`config.mk`:
```
export PLATFORM = sky130hd
export DESIGN_NAME = io_mmio_ctrl
export DESIGN_NICKNAME = d
export VERILOG_FILES = /design/src/rtl/io_mmio_ctrl.sv
export SDC_FILE = /design/constraint.sdc
export NUM_CORES = 1
export LEC_CHECK = 0
export BUFFER_PORTS_ARGS = -buffer_cell sky130_fd_sc_hd__buf_2
export CORE_MARGIN = 2
export CORE_UTILIZATION = 40
export CTS_BUF_LIST = sky130_fd_sc_hd__clkbuf_16
export DETAILED_ROUTE_END_ITERATION = 6
export SYNTH_ARGS = -nofsm -noshare
export SYNTH_HDL_FRONTEND = slang
export SYNTH_SLANG_ARGS = --single-unit
export TNS_END_PERCENT = 10
```
`constraint.sdc`:
```
create_clock -name clk -period 4.21 [get_ports clk]
set_clock_uncertainty 0.15 [all_clocks]
set_input_delay 0 -clock clk [delete_from_list [all_inputs] [get_ports clk]]
set_output_delay 0 -clock clk [all_outputs]
set_load 0.02 [all_outputs]
```
`src/rtl/io_mmio_ctrl.sv`:
```
// Memory-mapped IO block: UART RX/TX byte FIFOs, cycle and retired-instruction counters.
// Loads are registered (data one cycle after re). All state resets synchronously on rst.

module io_mmio_fifo #(
    parameter int unsigned DEPTH = 8
) (
    input  logic                     clk,
    input  logic                     rst,
    input  logic                     push_i,
    input  logic                     pop_i,
    input  logic [7:0]               wdata_i,
    output logic [7:0]               head_o,
    output logic [$clog2(DEPTH):0]   count_o,
    output logic                     full_o,
    output logic                     empty_o
);
    localparam int unsigned AW = $clog2(DEPTH);
    localparam int unsigned CW = AW + 1;

    logic [7:0]    mem_q [DEPTH];
    logic [AW-1:0] wr_q, wr_d;
    logic [AW-1:0] rd_q, rd_d;
    logic [CW-1:0] cnt_q, cnt_d;

    // Pointers wrap naturally; count is kept separately so full and empty are unambiguous.
    always_comb begin
        wr_d  = wr_q;
        rd_d  = rd_q;
        cnt_d = cnt_q;
        if (push_i) wr_d = wr_q + AW'(1);
        if (pop_i)  rd_d = rd_q + AW'(1);
        case ({push_i, pop_i})
            2'b10:   cnt_d = cnt_q + CW'(1);
            2'b01:   cnt_d = cnt_q - CW'(1);
            default: cnt_d = cnt_q;
        endcase
    end

    always_ff @(posedge clk) begin
        if (rst) begin
            wr_q  <= '0;
            rd_q  <= '0;
            cnt_q <= '0;
        end else begin
            wr_q  <= wr_d;
            rd_q  <= rd_d;
            cnt_q <= cnt_d;
        end
    end

    always_ff @(posedge clk) begin
        if (!rst && push_i) mem_q[wr_q] <= wdata_i;
    end

    assign head_o  = mem_q[rd_q];
    assign count_o = cnt_q;
    assign full_o  = (cnt_q == CW'(DEPTH));
    assign empty_o = (cnt_q == '0);
endmodule

module io_mmio_ctrl #(
    parameter int unsigned FIFO_DEPTH = 8,
    parameter int unsigned CNT_W      = 32
) (
    input  logic        clk,
    input  logic        rst,
    input  logic [31:0] addr,
    input  logic [31:0] wdata,
    input  logic        we,
    input  logic        re,
    input  logic        instr_retire,
    output logic [31:0] rdata,
    input  logic [7:0]  rx_data,
    input  logic        rx_valid,
    output logic        rx_ready,
    output logic [7:0]  tx_data,
    output logic        tx_valid,
    input  logic        tx_ready
);
    localparam int unsigned CW = $clog2(FIFO_DEPTH) + 1;

    localparam logic [2:0] OFF_STATUS = 3'd0;
    localparam logic [2:0] OFF_RXDATA = 3'd1;
    localparam logic [2:0] OFF_TXDATA = 3'd2;
    localparam logic [2:0] OFF_CYCLE  = 3'd4;
    localparam logic [2:0] OFF_INSTR  = 3'd5;
    localparam logic [2:0] OFF_CNTCLR = 3'd6;
    localparam logic [2:0] OFF_FSTAT  = 3'd7;

    logic             sel, rd_en, wr_en;
    logic [2:0]       off;
    logic             live_q;

    logic             rx_push, rx_pop, rx_full, rx_empty;
    logic [7:0]       rx_head;
    logic [CW-1:0]    rx_count;
    logic             tx_push, tx_pop, tx_full, tx_empty, tx_wr;
    logic [7:0]       tx_head;
    logic [CW-1:0]    tx_count;

    logic             rx_empty_rd_q, rx_empty_rd_d;
    logic             tx_ovf_q, tx_ovf_d;
    logic             sticky_clr, cnt_clr;
    logic [CNT_W-1:0] cyc_q, cyc_d;
    logic [CNT_W-1:0] ins_q, ins_d;
    logic [31:0]      rdata_q, rdata_d;
    logic [31:0]      status_word, fstat_word;
    logic [7:0]       rx_cnt8;
    logic [5:0]       tx_cnt6;
    logic             unused_bits;

    assign sel   = (addr[31:30] == 2'b10);
    assign rd_en = sel & re;
    assign wr_en = sel & we;
    assign off   = addr[4:2];

    // Handshakes stay quiet during reset and for the first cycle after it.
    always_ff @(posedge clk) begin
        if (rst) live_q <= 1'b0;
        else     live_q <= 1'b1;
    end

    assign rx_ready = live_q & ~rst & ~rx_full;
    assign tx_valid = live_q & ~rst & ~tx_empty;
    assign tx_data  = tx_head;

    // RX pop looks at the pre-push occupancy, so an empty FIFO is never popped.
    assign rx_push = rx_valid & rx_ready;
    assign rx_pop  = rd_en & (off == OFF_RXDATA) & ~rx_empty;

    // A full TX FIFO still accepts a byte when the head leaves in the same cycle.
    assign tx_pop  = tx_valid & tx_ready;
    assign tx_wr   = wr_en & (off == OFF_TXDATA);
    assign tx_push = tx_wr & (~tx_full | tx_pop);

    assign sticky_clr = wr_en & (off == OFF_FSTAT);
    assign cnt_clr    = wr_en & (off == OFF_CNTCLR);

    io_mmio_fifo #(.DEPTH(FIFO_DEPTH)) u_rx_fifo (
        .clk     (clk),
        .rst     (rst),
        .push_i  (rx_push),
        .pop_i   (rx_pop),
        .wdata_i (rx_data),
        .head_o  (rx_head),
        .count_o (rx_count),
        .full_o  (rx_full),
        .empty_o (rx_empty)
    );

    io_mmio_fifo #(.DEPTH(FIFO_DEPTH)) u_tx_fifo (
        .clk     (clk),
        .rst     (rst),
        .push_i  (tx_push),
        .pop_i   (tx_pop),
        .wdata_i (wdata[7:0]),
        .head_o  (tx_head),
        .count_o (tx_count),
        .full_o  (tx_full),
        .empty_o (tx_empty)
    );

    assign rx_cnt8     = 8'(rx_count);
    assign tx_cnt6     = 6'(tx_count);
    assign status_word = {30'b0, ~rx_empty, ~tx_full};
    assign fstat_word  = {16'b0, rx_cnt8, tx_cnt6, tx_ovf_q, rx_empty_rd_q};

    always_comb begin
        rx_empty_rd_d = rx_empty_rd_q;
        tx_ovf_d      = tx_ovf_q;
        if (sticky_clr) begin
            rx_empty_rd_d = 1'b0;
            tx_ovf_d      = 1'b0;
        end
        if (rd_en && (off == OFF_RXDATA) && rx_empty) rx_empty_rd_d = 1'b1;
        if (tx_wr && tx_full && !tx_pop)              tx_ovf_d      = 1'b1;
    end

    // Counter clear wins over the increment in the same cycle.
    always_comb begin
        cyc_d = cyc_q + CNT_W'(1);
        ins_d = instr_retire ? ins_q + CNT_W'(1) : ins_q;
        if (cnt_clr) begin
            cyc_d = '0;
            ins_d = '0;
        end
    end

    // Load data reflects state before this cycle's updates; held until the next selected load.
    always_comb begin
        rdata_d = rdata_q;
        if (rd_en) begin
            case (off)
                OFF_STATUS: rdata_d = status_word;
                OFF_RXDATA: rdata_d = rx_empty ? 32'h0 : {24'b0, rx_head};
                OFF_CYCLE:  rdata_d = 32'(cyc_q);
                OFF_INSTR:  rdata_d = 32'(ins_q);
                OFF_FSTAT:  rdata_d = fstat_word;
                default:    rdata_d = 32'h0;
            endcase
        end
    end

    always_ff @(posedge clk) begin
        if (rst) begin
            rx_empty_rd_q <= 1'b0;
            tx_ovf_q      <= 1'b0;
            cyc_q         <= '0;
            ins_q         <= '0;
            rdata_q       <= '0;
        end else begin
            rx_empty_rd_q <= rx_empty_rd_d;
            tx_ovf_q      <= tx_ovf_d;
            cyc_q         <= cyc_d;
            ins_q         <= ins_d;
            rdata_q       <= rdata_d;
        end
    end

    assign rdata = rdata_q;

    assign unused_bits = ^{addr[29:5], addr[1:0], wdata[31:8]};
endmodule

```
==> results.sh, run 1 <==
export IMPL_rsz0062_at_grt="false"
export IMPL_synth_edff_count=128
export IMPL_ctsResizeCount=0
export IMPL_synth_area_per_cell_um2=12.1
export IMPL_num_vias=7509
export IMPL_grt_pass1_wl_um=39500
export IMPL_grt_pass1_vias=7115
export IMPL_clk_latency_ns=0.55
export IMPL_start_kind="flip-flop"
export IMPL_fin_setup_tns_ns=0
export IMPL_p_sw_mw=1.11
export IMPL_power_total_mw=5.19
export IMPL_period_minus_slack_ns=2.98
export IMPL_post_route_drc_count=0
export IMPL_finalSetupViolCount=0
export IMPL_start_util_pct=40.8
export IMPL_antenna_left=0
export IMPL_reg2regPathDepth=5
export IMPL_antenna_found_initial=0
export IMPL_ys_ff_latch=253
export IMPL_synth_cells=914
export IMPL_netlist_area_mm2=0.0110
export IMPL_combPwrFrac_pct=3.1
export IMPL_hold_depth=2
export IMPL_peakVddDrop_mv=0.294
export IMPL_min_delay_worst_endpoint="u_tx_fifo.mem_q[0][7]"
export IMPL_clkPwrFrac_pct=46.6
export IMPL_grt_overflow=0
export IMPL_placedInstanceArea_mm2=0.0116
export IMPL_fin_crit_sh_pct=70.7
export IMPL_final_cell_area_mm2=0.0129
export IMPL_synth_ff_type="edfxtp_1"
export IMPL_ios=121
export IMPL_hpwl_um=16200
export IMPL_first_iter_violations=608
export IMPL_rows=60
export IMPL_p_int_mw=4.08
export IMPL_seqPwrFrac_pct=50.3
export IMPL_root_buffer="clkbuf_16"
export IMPL_numCtsBuffers=28
export IMPL_min_path_type="input pin to flip-flop"
export IMPL_end_kind="flip-flop"
export IMPL_max_slew_margin_pct=23.4
export IMPL_hp_start="wdata[7]"
export IMPL_cts_buffer_depth=3
export IMPL_yosys_warnings=0
export IMPL_syn_num_nets=1004
export IMPL_synth_seq_area_share_pct=57.6
export IMPL_power_density_mw_per_mm2=404
export IMPL_rrSetupSlack_ns=1.23
export IMPL_crit_type="flip-flop to flip-flop"
export IMPL_die_area_mm2=0.0289
export IMPL_async_flop_share_pct=0
export IMPL_nets=1082
export IMPL_path_clk_slew_ns=0.06
export IMPL_routabilityCongestion=0.801
export IMPL_finalHoldViolCount=0
export IMPL_p_leak_nw=4.29
export IMPL_dr_pass1_iters=5
export IMPL_cts_setup_buffers=0
export IMPL_synthToLayoutAreaGrowth_pct=16.7
export IMPL_drt_wl_total_um=25100
export IMPL_clock_sinks=253
export IMPL_worstMarginPinSlew_ns=1.15
export IMPL_synthDistinctLibCells=63
export IMPL_post_drt_wl_per_cell_um=18.5
export IMPL_die_w_um=170
export IMPL_r2r_end="rdata[5]"
export IMPL_fmax_mhz=336
export IMPL_drive_gt1_share_pct=18.7
export IMPL_swShare_pct=21.4
export IMPL_track_usage_pct=17.3
export IMPL_grt_start_max_net_pins=68
export IMPL_die_y_um=170
export IMPL_slew_violations=0
export IMPL_viasPerCell=5.54
export IMPL_cts_max_level=1
export IMPL_port_buffers=69
export IMPL_status="completed"
export IMPL_drv_cap=0
export IMPL_core_mm2=0.0270
export IMPL_antenna_cells=0
export IMPL_worstPathArrival_ns=3.26
export IMPL_required_ns=4.49
export IMPL_cts_tree="yes"
export IMPL_cp_max_fo=16
## state kept, by name (all words and copies together), names as in the netlist, 4 cells and up, named ones only
signal and count:
u_rx_fifo.mem_q 64, u_tx_fifo.mem_q 64, cyc_q 32, ins_q 32, rdata 32, u_rx_fifo.count_o 4, u_tx_fifo.count_o 4
## per-stage QoR
stage | hold WS [ns] | util (%) | worst slack [ns] | cells
2_1_floorplan | -0.0511 | - | 1.49 | 914
3_3_place_gp | 0.122 | 43.1 | 1.15 | 1273
3_5_place_dp | 0.120 | 43.1 | 1.11 | 1273
4_1_cts | 0.0811 | 47.6 | 1.19 | 1355
5_1_grt | 0.129 | 47.6 | 0.995 | 1355
6_report | 0.108 | 47.6 | 1.23 | 1355
## power groups by stage
| stage | Clock (mW) | Combinational [mW] | Sequential (mW) |
|---|---|---|---|
| global route | 2.57 | 0.179 | 2.61 |
| detailed placement | 0 | 0.143 | 2.66 |
| finish | 2.42 | 0.162 | 2.61 |
| CTS | 2.47 | 0.164 | 2.61 |
| global placement | 0 | 0.141 | 2.66 |
| floorplan | 0 | 0.0888 | 2.66 |
## worst max path at each step
stage	endpoint	start	slack [ns]	cells past startpoint
finish	rdata[5]	flip-flop	1.23	5
global route	rdata[3]	flip-flop	1.0	5
CTS	rdata[5]	flip-flop	1.19	5
detailed placement	u_rx_fifo.count_o[3]	addr[2]	1.11	9
global placement	u_rx_fifo.count_o[3]	addr[2]	1.15	9
floorplan	u_rx_fifo.count_o[3]	u_rx_fifo.count_o[0]	1.49	10
## repair_timing
item / in CTS / in global routing
endpoints found under the hold margin: 199 / 0
hold buffers: 30 / 0
setup endpoints to repair: 0 / 0
## cell type report
class | count | area (µm²)
Tap cell | 341 | 427
Multi-Input combinational cell | 592 | 4430
Clock buffer | 29 | 726
Clock inverter | 23 | 191
Inverter | 11 | 41.3
Fill cell | 2463 | 14200
Timing Repair Buffer | 106 | 698
Sequential cell | 253 | 6350
## kinds of logic after synthesis
family | after synthesis | share of synthesized area, %
DFF | 253 | 57.6
AOI/OAI and AO/OA | 148 | 9.42
buffers and inverters | 69 | 2.71
xor gates and xnor gates | 31 | 2.46
and+or+nand+nor | 321 | 15.3
muxes | 81 | 11.2
adders and majority gates | 11 | 1.32
## placed cells by master, fill, tap and decap left out, drive strengths merged, types with 17 or more instances in the layout
| cell type | n |
|---|---|
| dfxtp | 125 |
| nand2 | 58 |
| xor2 | 17 |
| clkbuf | 29 |
| a21oi | 42 |
| nand4 | 21 |
| mux2 | 20 |
| mux2i | 29 |
| mux4 | 32 |
| a22oi | 29 |
| nor2 | 86 |
| nand3 | 30 |
| or4 | 21 |
| edfxtp | 128 |
| nor3 | 25 |
| a22o | 20 |
| buf | 76 |
| dlygate4sd3 | 30 |
## Yosys cell counts (all sizes together) (2+ instances only)
| cell | number | area [µm²] |
|---|---|---|
| edfxtp | 128 | 3840 |
| a22o | 20 | 175 |
| mux2 | 20 | 225 |
| nor2b | 5 | 31.3 |
| a21oi | 42 | 210 |
| nor3 | 25 | 130 |
| xnor2 | 14 | 123 |
| clkbuf | 43 | 173 |
| a211oi | 5 | 37.5 |
| buf | 15 | 85.1 |
| nor3b | 2 | 15.0 |
| nand4bb | 3 | 33.8 |
| nand4 | 21 | 138 |
| inv | 11 | 41.3 |
| nor2 | 86 | 323 |
| mux4 | 32 | 721 |
| nor4b | 2 | 17.5 |
| o41ai | 3 | 26.3 |
| ha | 10 | 125 |
| nor4 | 10 | 62.6 |
| nand2b | 16 | 100 |
| o31ai | 15 | 113 |
| and2 | 6 | 37.5 |
| nand2 | 58 | 218 |
| a22oi | 29 | 218 |
| or4 | 21 | 158 |
| or3 | 11 | 73.8 |
| and3 | 7 | 43.8 |
| o21a | 2 | 15.0 |
| a222oi | 4 | 40.0 |
| and4 | 7 | 62.6 |
| nand3 | 30 | 150 |
| a21o | 2 | 16.3 |
| dfxtp | 125 | 2500 |
| and3b | 2 | 17.5 |
| or2 | 3 | 18.8 |
| xor2 | 17 | 149 |
| nand3b | 2 | 15.0 |
| mux2i | 29 | 290 |
| o21ai | 10 | 50.1 |
| o2bb2ai | 10 | 87.6 |
## layer usage
layer	track usage (%)	routed length [µm]
met5	0	0
met3	2.70	1000
met1	24.9	12200
met2	27.6	11500
met4	4.46	369
## worst max-delay path, stage by stage (launching register included)
cell	delay [ns]
dfxtp_1	1.08
mux4_2	0.61
mux2_2	0.30
nand2_1	0.07
a21oi_1	0.06
dlygate4sd3_1	0.59
Power figures use the tool's default switching activity.
==> run 2: changes to the inputs <==
==> constraint.sdc (replaced) <==
create_clock -name clk -period 3.1 [get_ports clk]
set_clock_uncertainty 0.15 [all_clocks]
set_input_delay 0 -clock clk [delete_from_list [all_inputs] [get_ports clk]]
set_output_delay 0 -clock clk [all_outputs]
set_load 0.02 [all_outputs]
==> run 2 against run 1 <==
Effect of this change:
- final cell count is 2.1% higher
- non-clock buffer count is 29 higher
- die area stayed put
- via count is 1.2% higher
- core utilization is 0.70 points higher
- global-route usage is 0.22 points higher
- worst hold slack worse by 0.062 ns
- sequential share of layout area is 0.72 points lower
- worst setup slack worse by 0.89 ns
- design area is 1.5% higher
- critical path type unchanged
- critical endpoint is now u_rx_fifo.count_o[3]
==> results.sh, run 2 (same netlist as run 1, synthesis figures left out) <==
export IMPL_status="completed"
export IMPL_rows=60
export IMPL_path_clk_slew_ns=0.06
export IMPL_p_leak_nw=4.42
export IMPL_grt_pass1_vias=7261
export IMPL_cts_buffer_depth=3
export IMPL_fmax_mhz=362
export IMPL_power_density_mw_per_mm2=542
export IMPL_viasPerCell=5.49
export IMPL_min_path_type="input pin to flip-flop"
export IMPL_rsz0062_at_grt="false"
export IMPL_finalHoldViolCount=0
export IMPL_layout_commonest_cell="edfxtp_1"
export IMPL_place_ws_ns=0.368
export IMPL_fillCellCount=2425
export IMPL_die_area_mm2=0.0289
export IMPL_hpwl_um=16500
export IMPL_p_int_mw=5.56
export IMPL_stdcell_count=1384
export IMPL_worst_path_buf_inv=0
export IMPL_cts_max_level=1
export IMPL_track_usage_pct=17.6
export IMPL_post_drt_wl_per_cell_um=18.2
export IMPL_grt_start_max_net_pins=67
export IMPL_root_buffer="clkbuf_16"
export IMPL_crit_type="flip-flop to flip-flop"
export IMPL_slew_violations=0
export IMPL_synthToLayoutAreaGrowth_pct=18.4
export IMPL_swShare_pct=21.4
export IMPL_nets=1112
export IMPL_antenna_found_initial=0
export IMPL_num_vias=7601
export IMPL_antenna_left=0
export IMPL_crit_slowest_cell="nor4_1"
export IMPL_mostFrequentLayoutCells="edfxtp_1, dfxtp_1, nor2_1"
export IMPL_clkPwrFrac_pct=46.7
export IMPL_start_util_pct=40.8
export IMPL_dr_pass1_iters=5
export IMPL_port_buffers=69
export IMPL_peakVddDrop_mv=0.502
export IMPL_core_mm2=0.0270
export IMPL_cts_tree="yes"
export IMPL_drv_cap=0
export IMPL_path_common_cell="ha_1"
export IMPL_ios=121
export IMPL_period_minus_slack_ns=2.76
export IMPL_end_kind="flip-flop"
export IMPL_post_route_drc_count=0
export IMPL_crit_family="simple AND/OR/NAND/NOR gates"
export IMPL_numCtsBuffers=29
export IMPL_path_cells="nor4_1 > nor3_2 > ha_1 > ha_1 > a21o_1 > a21oi_1 > mux2i_1 > mux2_2"
export IMPL_first_iter_violations=592
export IMPL_die_y_um=170
export IMPL_clock_sinks=253
export IMPL_seqPwrFrac_pct=50.0
export IMPL_fin_ws_ns=0.339
export IMPL_routabilityCongestion=0.807
export IMPL_grt_overflow=0
export IMPL_finalSetupViolCount=0
export IMPL_fin_setup_tns_ns=0
export IMPL_drive_gt1_share_pct=20.6
export IMPL_p_sw_mw=1.51
export IMPL_grt_pass1_wl_um=40100
export IMPL_reg_top3="u_rx_fifo.mem_q: 64 flops, u_tx_fifo.mem_q: 64 flops"
export IMPL_combPwrFrac_pct=3.2
export IMPL_clk_latency_ns=0.55
export IMPL_antenna_cells=0
export IMPL_fin_crit_sh_pct=89.1
export IMPL_worstMarginPinSlew_ns=1.21
export IMPL_start_kind="flip-flop"
export IMPL_cp_max_fo=7
export IMPL_worstPathArrival_ns=3.04
export IMPL_place_inst=1302
export IMPL_slowest_delay_ns=0.55
export IMPL_required_ns=3.38
export IMPL_drt_wl_total_um=25200
export IMPL_die_w_um=170
export IMPL_rrSetupSlack_ns=0.34
export IMPL_max_slew_margin_pct=18.4
[run 2: final timing paths]
path / from / to / cells after the start
worst max-delay path: u_rx_fifo.count_o[0] / u_rx_fifo.count_o[3] / 8
worst min-delay path: we / u_tx_fifo.wr_q[0] / 5
worst max register to register: u_rx_fifo.count_o[0] / u_rx_fifo.count_o[3] / 8
worst min register to register: cyc_q[0] / cyc_q[0] / 1
[run 2: metal layers]
| metal | up-vias | GRT usage (%) | part of all wire [%] |
|---|---|---|---|
| met1 | 3709 | 25.1 | 47 |
| met3 | 28 | 2.84 | 4.7 |
| met4 | 0 | 3.60 | 1.5 |
| li1 | 3699 | - | - |
| met2 | 165 | 28.4 | 47 |
| met5 | - | 0 | 0 |
[run 2: area by class of cell]
type                    instances  area, µm²  area share (%)
clock buffers                  29        726            5.56
clock inverters                23        204            1.56
inverters                      11       41.3           0.316
multi-input cells             592       4390            33.6
flip-flops and latches        253       6350            48.6
well taps                     341        427            3.27
repair buffers                135        916            7.02
[run 2: worst reg2reg max path: stages, from the launching register on]
cell and delay, ns:
dfxtp_1 0.38, nor4_1 0.55, nor3_2 0.13, ha_1 0.27, ha_1 0.29, a21o_1 0.17, a21oi_1 0.17, mux2i_1 0.21
mux2_2 0.34
[run 2: per-stage QoR]
stage | utilization, % | total power, mW | hold slack [ns] | area [µm²]
after floorplan | - | 3.73 | -0.0511 | 11000
after global placement | 43.7 | 3.81 | 0.122 | 11800
after detailed placement | 43.7 | 3.82 | 0.132 | 11800
after CTS | 48.3 | 7.16 | 0.0199 | 13000
after global routing | 48.3 | 7.32 | 0.0818 | 13000
final | 48.3 | 7.08 | 0.0467 | 13000
[run 2: power by group through the flow]
stage | combinational, mW | clock [mW] | sequential, mW
floorplan | 0.121 | 0 | 3.61
global placement | 0.200 | 0 | 3.61
detailed placement | 0.203 | 0 | 3.61
CTS | 0.231 | 3.39 | 3.54
global route | 0.254 | 3.53 | 3.54
finish | 0.229 | 3.31 | 3.54
[run 2: what timing repair did]
action                                  CTS  global route
gates resized for setup                   0             0
hold buffers                             30             0
endpoints found under the setup margin    0             0
setup buffers                             0             0
hold endpoints to repair                225             0
